==> config.mk <==
export PLATFORM = sky130hd
export DESIGN_NAME = risc_controller
export DESIGN_NICKNAME = d
export VERILOG_FILES = /design/src/rtl/risc_controller.sv
export SDC_FILE = /design/constraint.sdc
export NUM_CORES = 1
export LEC_CHECK = 0
export CORE_AREA = 2 2 39 41
export CTS_CLUSTER_SIZE = 20
export DETAILED_ROUTE_END_ITERATION = 16
export DIE_AREA = 0 0 41 43
export GPL_TIMING_DRIVEN = 0
export PLACE_DENSITY = 0.58
export SYNTH_ARGS = -nofsm -noshare
export SYNTH_HDL_FRONTEND = slang
export SYNTH_SLANG_ARGS = --single-unit
==> constraint.sdc <==
create_clock -name clk -period 2.4 [get_ports clk]
set_clock_uncertainty 0.15 [all_clocks]
set_input_delay 0.24 -clock clk [delete_from_list [all_inputs] [get_ports clk]]
set_output_delay 0.24 -clock clk [all_outputs]
set_load 0.02 [all_outputs]
==> src/rtl/risc_controller.sv <==
// -----------------------------------------------------------------------------
// risc_controller
//   Instruction-sequencing controller for the VeriRISC CPU. An 8-phase counter
//   steps once per clk. A combinational decode of the registered phase and the
//   live opcode/zero inputs drives the memory strobes and the datapath controls.
//
//   Optional feature macro: CTRL_HALT_LATCH_EN
//     defined   : HLT sets a sticky halted flag. Phase then freezes at OP_FETCH
//                 with only halt asserted, until rst_n clears the flag.
//     undefined : halt is a one-cycle pulse in OP_ADDR and the phase keeps
//                 cycling. An external clock enable stops the CPU.
//
// Ports
//   clk     in   1        rising-edge clock
//   rst_n   in   1        asynchronous active-low reset
//   opcode  in   OPWIDTH  current IR opcode
//   zero    in   1        accumulator == 0
//   sel     out  1        1 = address mux selects PC, 0 = IR operand
//   rd      out  1        memory read strobe
//   wr      out  1        memory write strobe
//   ld_ir   out  1        load instruction register
//   inc_pc  out  1        increment program counter
//   ld_pc   out  1        load PC from IR operand
//   ld_ac   out  1        load accumulator from ALU
//   data_e  out  1        accumulator bus driver enable
//   halt    out  1        processor halted
//
// Phase table
//   phase      | meaning
//   INST_ADDR  | PC onto address bus
//   INST_FETCH | read instruction
//   INST_LOAD  | load IR
//   IDLE       | hold IR load, opcode settles
//   OP_ADDR    | increment PC, flag HLT
//   OP_FETCH   | read operand for ALU ops
//   ALU_OP     | skip / jump / drive bus for store
//   STORE      | load AC, jump, write memory
// -----------------------------------------------------------------------------
module risc_controller #(
  parameter int OPWIDTH = 3
) (
  input  logic               clk,
  input  logic               rst_n,
  input  logic [OPWIDTH-1:0] opcode,
  input  logic               zero,
  output logic               sel,
  output logic               rd,
  output logic               wr,
  output logic               ld_ir,
  output logic               inc_pc,
  output logic               ld_pc,
  output logic               ld_ac,
  output logic               data_e,
  output logic               halt
);

  if (OPWIDTH != 3) begin : g_bad_opwidth
    $error("risc_controller: OPWIDTH must be 3");
  end

  typedef enum logic [2:0] {
    INST_ADDR  = 3'd0,
    INST_FETCH = 3'd1,
    INST_LOAD  = 3'd2,
    IDLE       = 3'd3,
    OP_ADDR    = 3'd4,
    OP_FETCH   = 3'd5,
    ALU_OP     = 3'd6,
    STORE      = 3'd7
  } phase_e;

  localparam logic [OPWIDTH-1:0] OP_HLT = OPWIDTH'(0);
  localparam logic [OPWIDTH-1:0] OP_SKZ = OPWIDTH'(1);
  localparam logic [OPWIDTH-1:0] OP_ADD = OPWIDTH'(2);
  localparam logic [OPWIDTH-1:0] OP_AND = OPWIDTH'(3);
  localparam logic [OPWIDTH-1:0] OP_XOR = OPWIDTH'(4);
  localparam logic [OPWIDTH-1:0] OP_LDA = OPWIDTH'(5);
  localparam logic [OPWIDTH-1:0] OP_STO = OPWIDTH'(6);
  localparam logic [OPWIDTH-1:0] OP_JMP = OPWIDTH'(7);

  phase_e phase_q, phase_d;

  logic is_hlt, is_skz, is_sto, is_jmp, is_alu;

  assign is_hlt = (opcode == OP_HLT);
  assign is_skz = (opcode == OP_SKZ);
  assign is_sto = (opcode == OP_STO);
  assign is_jmp = (opcode == OP_JMP);
  assign is_alu = (opcode == OP_ADD) || (opcode == OP_AND) ||
                  (opcode == OP_XOR) || (opcode == OP_LDA);

`ifdef CTRL_HALT_LATCH_EN
  logic halted_q, halted_d;

  always_comb begin
    halted_d = halted_q;
    if (phase_q == OP_ADDR && is_hlt) halted_d = 1'b1;
  end

  always_ff @(posedge clk or negedge rst_n) begin
    if (!rst_n) halted_q <= 1'b0;
    else        halted_q <= halted_d;
  end

  // Once halted, the counter parks at OP_FETCH (the phase after OP_ADDR).
  always_comb begin
    phase_d = phase_e'(phase_q + 3'd1);
    if (halted_q) phase_d = OP_FETCH;
  end
`else
  always_comb begin
    phase_d = phase_e'(phase_q + 3'd1);
  end
`endif

  always_ff @(posedge clk or negedge rst_n) begin
    if (!rst_n) phase_q <= INST_ADDR;
    else        phase_q <= phase_d;
  end

  always_comb begin
    sel    = 1'b0;
    rd     = 1'b0;
    wr     = 1'b0;
    ld_ir  = 1'b0;
    inc_pc = 1'b0;
    ld_pc  = 1'b0;
    ld_ac  = 1'b0;
    data_e = 1'b0;
    halt   = 1'b0;
    case (phase_q)
      INST_ADDR: begin
        sel = 1'b1;
      end
      INST_FETCH: begin
        sel = 1'b1;
        rd  = 1'b1;
      end
      INST_LOAD, IDLE: begin
        sel   = 1'b1;
        rd    = 1'b1;
        ld_ir = 1'b1;
      end
      OP_ADDR: begin
        inc_pc = 1'b1;
        halt   = is_hlt;
      end
      OP_FETCH: begin
        rd = is_alu;
      end
      ALU_OP: begin
        rd     = is_alu;
        inc_pc = is_skz && zero;
        ld_pc  = is_jmp;
        data_e = is_sto;
      end
      STORE: begin
        rd     = is_alu;
        ld_ac  = is_alu;
        ld_pc  = is_jmp;
        wr     = is_sto;
        data_e = is_sto;
      end
      default: begin
      end
    endcase
`ifdef CTRL_HALT_LATCH_EN
    if (halted_q) begin
      sel    = 1'b0;
      rd     = 1'b0;
      wr     = 1'b0;
      ld_ir  = 1'b0;
      inc_pc = 1'b0;
      ld_pc  = 1'b0;
      ld_ac  = 1'b0;
      data_e = 1'b0;
      halt   = 1'b1;
    end
`endif
  end

endmodule

==> metrics <==
Initial Util=20.5%; clk slew on worst S/H paths=40 ps; power per cell area=320 mW/mm^2; IO Count=15; vias in the first global route=256; drt pass-1 iters=3; Routed WL=657 um; via density per instance=4.20; YS warnings=0; CP endpoint kind=primary output; H-tree level count=1; status=finished clean; fin crit share=94.8%; Mapped Nets=45; Starting DRT DRC Count=4; # diodes=0; root buffer cell=clkbuf_4; antenna viol nets, final=0; global-route wire length before repair=979 um; Max transition margin=84.7%; core area=0.00138 sq mm; Worst Setup Path Type=reg2out; Slew @ Worst Pin=229 ps; DR vias=277; number of flip-flops in the largest register=3; Total GRT Usage=8.86%; Sink Count=3; Cell Area, Synth=284 sq um; Top Registers=phase_q x3; RSZ-0062 raised after global routing=false; Final nets=64; Yosys cell types=15; Hold Crit Class=in2async; routed len/inst=9.95 um; grt total ovfl=0; Max FO, Critical Path=3; Cell Rows=14; Layout Utilization=34.9%; Critical Path Source Type=register; Synth top area share=30.8%; post-synth top area cell=ha_1; die area=0.00176 sq mm; Clock Path Buffers=2; Pleak=0.000256 uW; Max VDD drop=0.000169 V; critical path required time=2010 ps; Die Ht=43 um; Clock Latency Late Sink=230 ps; area grow syn2layout=70.0%; initial antenna violation count=0; # DRC=0; Synth Instances=32; Mean Syn Cell Area=8.88 sq um; max-slew violations=0; Largest Register=phase_q; Final Hold Viols=0; PortBufs=14; Tmin final=2280 ps; top area cells in the synthesized netlist=ha_1 31%, dfrtp_1 26%, a21oi_1 5.3%; Setup TNS Final=0 ps; post-synthesis sequential area ratio=26.4%; FMAX=439 MHz; hpwl dp=498 um; ratio of cells with drive above 1 in the final layout=10.0%; CP arrival=1890 ps; final setup fails=0; Inserted Clock Buffers=3; MaxCap Viol Count=0; #FFs+latches synth=3; RePlAce Congestion=0.722; die width=41 um; CTS tree=done; overall power=155 uW; pin count of the biggest net entering global routing=6; filler cell count=153
cell type report:
cell class	count	area (sq um)	share of cell area, %
multi-input combinational	25	201	41.7
timing repair buffer	14	145	30.1
sequential	3	75.1	15.5
clock buffer	4	26.3	5.44
tap	16	20.0	4.15
inverter	4	15.0	3.11
cells in the mapped netlist:
cell      instances
ha_1              7
nor2_1            3
a41oi_1           1
nor3b_1           2
a21oi_1           3
o21bai_1          1
inv_1             4
nor3_1            1
a21o_1            1
nand2_1           2
xor2_1            1
nor4_1            1
dfrtp_1           3
and2_2            1
o22ai_1           1
cells in the final DEF (no fill, tap or decap), drive strengths merged:
cell           netlist  routed
ha                   7       7
nor3                 1       1
nor3b                2       2
o22ai                1       1
a21oi                3       3
clkbuf               0       4
a21o                 1       1
o21bai               1       1
a41oi                1       1
dlymetal6s2s         0       2
xor2                 1       1
clkdlybuf4s50        0      12
nor4                 1       1
dfrtp                3       3
inv                  4       4
nor2                 3       3
and2                 1       1
nand2                2       2
path summary, 6_finish.rpt:
path / from / end / slack, ps / depth (start not counted)
max: phase_q[0]$_DFF_PN0_ / sel / 120 / 5
min: rst_n / phase_q[1]$_DFF_PN0_ / 40 / 1
max reg2reg: phase_q[0]$_DFF_PN0_ / phase_q[2]$_DFF_PN0_ / 1210 / 3
min reg2reg: phase_q[0]$_DFF_PN0_ / phase_q[0]$_DFF_PN0_ / 380 / 1
max in group asynchronous: rst_n / phase_q[0]$_DFF_PN0_ / 1920 / 1
min in group clk: phase_q[0]$_DFF_PN0_ / phase_q[0]$_DFF_PN0_ / 380 / 1
where the power goes:
part / switching [uW] / internal, uW / leakage [uW]
Sequential: 0 / 50.9 / 0.0000379
Combinational: 7.18 / 9.12 / 0.000203
Clock: 25.1 / 62.2 / 0.0000150
critical path: stages (launching register included):
cell and delay (ps):
dfrtp_1 390, ha_1 220, ha_1 190, a21o_1 160, o21bai_1 150, clkdlybuf4s50_1 540
routing by layer:
layer / share of wire [%] / global-route usage [%]
met1: 42 / 9.42
met2: 49 / 11.9
met3: 8.7 / 3.14
met4: 0 / 10.0
met5: 0 / 0
cell families after synthesis:
| group | count (synthesis) | synth area share [%] |
|---|---|---|
| AOI/OAI and AO/OA | 7 | 15.9 |
| buffers and inverters | 4 | 5.28 |
| and+or+nand+nor | 10 | 18.5 |
| DFF | 3 | 26.4 |
| adders and majority gates | 7 | 30.8 |
| xor gates and xnor gates | 1 | 3.08 |
through the flow:
step	area, sq um	instances	setup WS (ps)	hold slack (ps)
after floorplan	284	32	667	-206
final	483	66	124	38.6
after global placement	444	62	80.5	281
after CTS	470	66	37.8	30.7
after global routing	483	66	34.9	40.0
after detailed placement	444	62	87.2	281
what timing repair did:
action | CTS | global route
setup buffers | 0 | 0
gates resized for setup | 0 | 3
setup endpoints to repair | 0 | 3
hold buffers | 0 | 0
No activity file was read; power rests on OpenSTA's default activity.
